`config.mk`:
```
export PLATFORM = sky130hd
export DESIGN_NAME = mpi_recv_buffer
export DESIGN_NICKNAME = d
export VERILOG_FILES = /design/src/rtl/mpi_recv_buffer.sv
export SDC_FILE = /design/constraint.sdc
export NUM_CORES = 1
export LEC_CHECK = 0
export ABC_AREA = 1
export BUFFER_PORTS_ARGS = -buffer_cell sky130_fd_sc_hd__buf_2
export CORE_UTILIZATION = 50
export DETAILED_ROUTE_END_ITERATION = 16
export PLACE_DENSITY_LB_ADDON = 0.08
export SETUP_SLACK_MARGIN = 0.5
export SLEW_MARGIN = 5
export SYNTH_ARGS = -nofsm -noshare
export SYNTH_HDL_FRONTEND = slang
export SYNTH_SLANG_ARGS = --single-unit
```
`constraint.sdc`:
```
create_clock -name clk -period 70.1 [get_ports clk]
set_clock_uncertainty 0.1 [all_clocks]
set_input_delay 14.02 -clock clk [delete_from_list [all_inputs] [get_ports clk]]
set_output_delay 14.02 -clock clk [all_outputs]
set_load 0.05 [all_outputs]
```
`src/rtl/mpi_recv_buffer.sv`:
```
// Receive-side elastic FIFO behind the MPI receiver: yumi-handshake intake, source-rank filter, FWFT valid/ready output.
// Optional saturating statistics counters are built when MPI_RECV_BUFFER_STATS_EN is defined.
module mpi_recv_buffer #(
    parameter int DATA_W   = 64,
    parameter int ORIGIN_W = 32,
    parameter int DEPTH    = 8,
    parameter int CNT_W    = 16
) (
    input  logic                       clk,
    input  logic                       rst,
    input  logic                       in_valid,
    input  logic [DATA_W-1:0]          in_data,
    input  logic [ORIGIN_W-1:0]        in_origin,
    output logic                       in_yumi,
    input  logic [ORIGIN_W-1:0]        cfg_origin,
    input  logic                       cfg_any,
    output logic                       out_valid,
    output logic [DATA_W-1:0]          out_data,
    output logic [ORIGIN_W-1:0]        out_origin,
    input  logic                       out_ready,
    output logic [$clog2(DEPTH):0]     level,
    output logic                       full,
    output logic                       empty,
    output logic [CNT_W-1:0]           rx_count,
    output logic [CNT_W-1:0]           drop_count
);
    localparam int PTR_W   = $clog2(DEPTH);
    localparam int LVL_W   = PTR_W + 1;
    localparam int ENTRY_W = ORIGIN_W + DATA_W;

    logic [ENTRY_W-1:0]  mem_r [DEPTH];
    logic [PTR_W-1:0]    wr_ptr_r;
    logic [PTR_W-1:0]    rd_ptr_r;
    logic [LVL_W-1:0]    level_r;
    logic [LVL_W-1:0]    level_nxt_s;
    logic                full_r;
    logic                empty_r;
    logic                match_s;
    logic                push_s;
    logic                pop_s;
    logic [ENTRY_W-1:0]  head_s;

    assign match_s = cfg_any | (in_origin == cfg_origin);
    // Intake never looks at out_ready, so a full buffer blocks even when a pop is pending.
    assign in_yumi = in_valid & ~full_r & ~rst;
    assign push_s  = in_yumi & match_s;
    assign pop_s   = ~empty_r & out_ready;

    assign head_s     = mem_r[rd_ptr_r];
    assign out_valid  = ~empty_r;
    assign out_data   = head_s[DATA_W-1:0];
    assign out_origin = head_s[ENTRY_W-1:DATA_W];
    assign level      = level_r;
    assign full       = full_r;
    assign empty      = empty_r;

    // Next occupancy from the push/pop pair.
    always_comb begin
        level_nxt_s = level_r;
        case ({push_s, pop_s})
            2'b10:   level_nxt_s = level_r + LVL_W'(1);
            2'b01:   level_nxt_s = level_r - LVL_W'(1);
            default: level_nxt_s = level_r;
        endcase
    end

    // Pointers, occupancy and registered full/empty flags.
    always_ff @(posedge clk or posedge rst) begin
        if (rst) begin
            wr_ptr_r <= {PTR_W{1'b0}};
            rd_ptr_r <= {PTR_W{1'b0}};
            level_r  <= {LVL_W{1'b0}};
            full_r   <= 1'b0;
            empty_r  <= 1'b1;
        end else begin
            if (push_s) begin
                wr_ptr_r <= wr_ptr_r + PTR_W'(1);
            end
            if (pop_s) begin
                rd_ptr_r <= rd_ptr_r + PTR_W'(1);
            end
            level_r <= level_nxt_s;
            full_r  <= (level_nxt_s == LVL_W'(DEPTH));
            empty_r <= (level_nxt_s == {LVL_W{1'b0}});
        end
    end

    // Storage is cleared on reset so the head reads as zero while empty.
    always_ff @(posedge clk or posedge rst) begin
        if (rst) begin
            for (int i = 0; i < DEPTH; i++) begin
                mem_r[i] <= {ENTRY_W{1'b0}};
            end
        end else if (push_s) begin
            mem_r[wr_ptr_r] <= {in_origin, in_data};
        end
    end

`ifdef MPI_RECV_BUFFER_STATS_EN
    logic             drop_s;
    logic [CNT_W-1:0] rx_cnt_r;
    logic [CNT_W-1:0] drop_cnt_r;

    assign drop_s     = in_yumi & ~match_s;
    assign rx_count   = rx_cnt_r;
    assign drop_count = drop_cnt_r;

    // Saturating statistics counters.
    always_ff @(posedge clk or posedge rst) begin
        if (rst) begin
            rx_cnt_r   <= {CNT_W{1'b0}};
            drop_cnt_r <= {CNT_W{1'b0}};
        end else begin
            if (push_s && (rx_cnt_r != {CNT_W{1'b1}})) begin
                rx_cnt_r <= rx_cnt_r + CNT_W'(1);
            end
            if (drop_s && (drop_cnt_r != {CNT_W{1'b1}})) begin
                drop_cnt_r <= drop_cnt_r + CNT_W'(1);
            end
        end
    end
`else
    assign rx_count   = {CNT_W{1'b0}};
    assign drop_count = {CNT_W{1'b0}};
`endif

endmodule

```
==> flow_summary.ini <==
[outcome]
status = completed

[logic_synthesis]
synth_area_um2 = 39800
synthSimpleGateAreaFrac = 0.3417
yosysWarnings = 0
synth_xor_area_frac = 0.006821
synth_edf_count = 0
synth_seq_area_share = 0.4904
synthAdderAreaFrac = 0.001572
ys_async_sr_fraction = 1.000
yosys_most_used_dff = dfrtp_1
synth.avg_cell_area_um2 = 7.776
yosys-top-cells-area = dfrtp_1 49%, nand2_1 15%, nand4_1 12%
synth_compound_area_frac = 0.07896
yosys.area.top_type = dfrtp_1
yosysMostFrequentCell = nand2_1
synth_common_cells = 1601 x nand2_1, 779 x dfrtp_1, 769 x nand4_1
synth_top_family_by_area = simple AND/OR/NAND/NOR gates
synthMuxAreaShare = 0
synth_cell_type_count = 29
synth_top_area_frac = 0.4898
synth_seq_cells = 780
synthCells = 5119

[global_route]
grt_max_degree = 226
grt-ovfl-total = 0
grt_pass1_vias = 34490
grt_use_total = 0.3178
grt_pass1_wl_um = 205100
antenna_found_initial = 3

[layout]
fillers = 7659
syn2layout_area_growth_pct = 7.730
nNetsFinal = 5061
drive_gt1_frac = 0.09098

[sta]
drv_slew = 0
finalWorstSetupSlack_ns = 40.15
rsz0062_at_grt = false
fin_setup_tns_ns = 0
setup_viol = 0
fin_crit_ns = 29.95
period_share = 0.4273
worst_slew_pin_slew_ns = 1.188
relSlewSlack = 0.2083
fmax_mhz = 33.39
hold_viol_final = 0

[die]
placement_rows = 103
die_height_um = 284.1
die_w_um = 284.1
dieArea_um2 = 80740
start_util = 0.5047
core_um2 = 78870
io_pins = 269

[hold_path]
worstHoldEndpoint = mem_r[583]
min_path_cells = 2
holdCritPathClass = register to register
holdCritStartpoint = mem_r[583]

[drt]
drc = 0
vias = 36110
wirelength_um = 130200
ant_nets = 0
wl_per_cell_um = 21.55
drt-initial-drc-count = 3988
firstDrtPassIters = 6
vias_per_cell = 5.978

[power]
p_leak_uw = 0.02187
ir_drop_uv = 32.14
power_density_nw_per_um2 = 50.96

[flow_run]
maxCapViolCount = 0

[placed_design]
dp.final_hpwl_um = 61670
io_buffers = 236
place_congestion = 0.7716
pre_cts_slack_ns = 40.12

[cts]
cts_buffers = 87
postCtsHoldBufs = 0
cts_resized = 0
clock-sinks = 780
root_buffer = clkbuf_16
worstSkewPairLatency_ns = 0.63
clk_pin_slew_ns = 0.06
tritoncts = built
cts_max_level = 3
clockBufferDepth = 3
post_cts_buffers = 0

[critical_path]
critPathLaunchType = input pin
regToRegSetupSlack_ns = 64.80
path_cells = buf_2 -> inv_8 -> nand2_1 -> nor2_4 -> buf_2
worstSetupPathType = input pin to output pin
required_ns = 55.98
reg2reg_depth = 15
cp_common_cell = buf_2
cp-end-kind = output pin
r2r-start = full
critPathMaxStageDelay_ns = 0.60
crit_path_start = rst
cp.buffers_inverters = 3
crit_arrival_ns = 15.83
crit_path_top_delay_cell = nor2_4
cp_max_fo = 59
crit_family = buffers and inverters
r2r-end = full
[through the flow]
stage / cells / power, µW / util / instance area [µm²] / hold WS (ns)
CTS: 6040 / 2188 / 0.5436 / 42880 / 0.3669
global placement: 5884 / 1709 / 0.5073 / 40010 / 0.3475
global route: 6040 / 2322 / 0.5436 / 42880 / 0.3754
finish: 6041 / 2185 / 0.5437 / 42880 / 0.3619
floorplan: 5150 / 1451 / - / 39920 / 0.3366
detailed placement: 5884 / 1721 / 0.5073 / 40010 / 0.3528
[registers in the layout, indices dropped and copies added, names as in the netlist]
signal and flops:
mem_r 768, level 4, rd_ptr_r 3, wr_ptr_r 3, empty 1, full 1
[where the power goes]
group	switching (µW)	internal (µW)	total [µW]
Combinational	734	249	983
Sequential	100	637	738
Clock	190	274	464
Total	1020	1160	2180
[layer usage]
metal | share of wire | up-vias | track usage | wire [µm]
li1 | - | 16840 | - | -
met1 | 0.44 | 17790 | 0.4570 | 57890
met2 | 0.47 | 1289 | 0.5109 | 61030
met3 | 0.067 | 184 | 0.03909 | 8753
met4 | 0.019 | 4 | 0.07648 | 2502
met5 | 0.00018 | - | 0 | 23
[worst reg2reg max path, stage by stage (launching register included)]
cell,delay [ns]
dfrtp_1,0.49
nor2_4,0.62
buf_4,0.60
buf_12,0.78
buf_12,0.73
nand2_1,0.43
ha_1,0.36
xor2_1,0.21
ha_1,0.19
a21oi_1,0.16
xor2_1,0.16
nand2_1,0.06
o21ai_0,0.11
inv_1,0.08
nand2_1,0.08
nor2_1,0.05
[area by class of cell]
cell class	count	area (µm²)	area share
well taps	1050	1314	0.03064
repair buffers	294	1704	0.03974
clock inverters	24	256.5	0.005982
flip-flops and latches	780	19530	0.4554
diodes	1	2.502	0.00005836
inverters	34	155.1	0.003618
clock buffers	132	2611	0.06090
multi-input cells	3726	17310	0.4037
[worst max-delay path by stage]
stage / endpoint / slack, ns / cells after the start
after CTS: in_yumi / 40.12 / 5
after detailed placement: in_yumi / 40.12 / 5
after global routing: in_yumi / 40.02 / 5
final: in_yumi / 40.15 / 5
after global placement: in_yumi / 40.15 / 5
after floorplan: in_yumi / 23.57 / 5
[placed cells by master (no fill, tap or decap), types with 51 or more instances in the layout]
master     count
nand2_1     1601
dfrtp_1      777
nand4_1      769
nor2_1       685
o21ai_0      387
buf_2        236
o22ai_1       96
a31oi_1       96
clkbuf_16     91
buf_4         51
[kinds of logic (layout without fill, tap and decap cells)]
kind of cell,count (synthesis),count (layout)
fa+ha+maj,5,5
other cells,1,33
xor+xnor,31,31
buf+inv,644,484
flops,780,780
simple gates,3078,3078
compound gates,580,580
No activity file was read; power rests on OpenSTA's default activity.
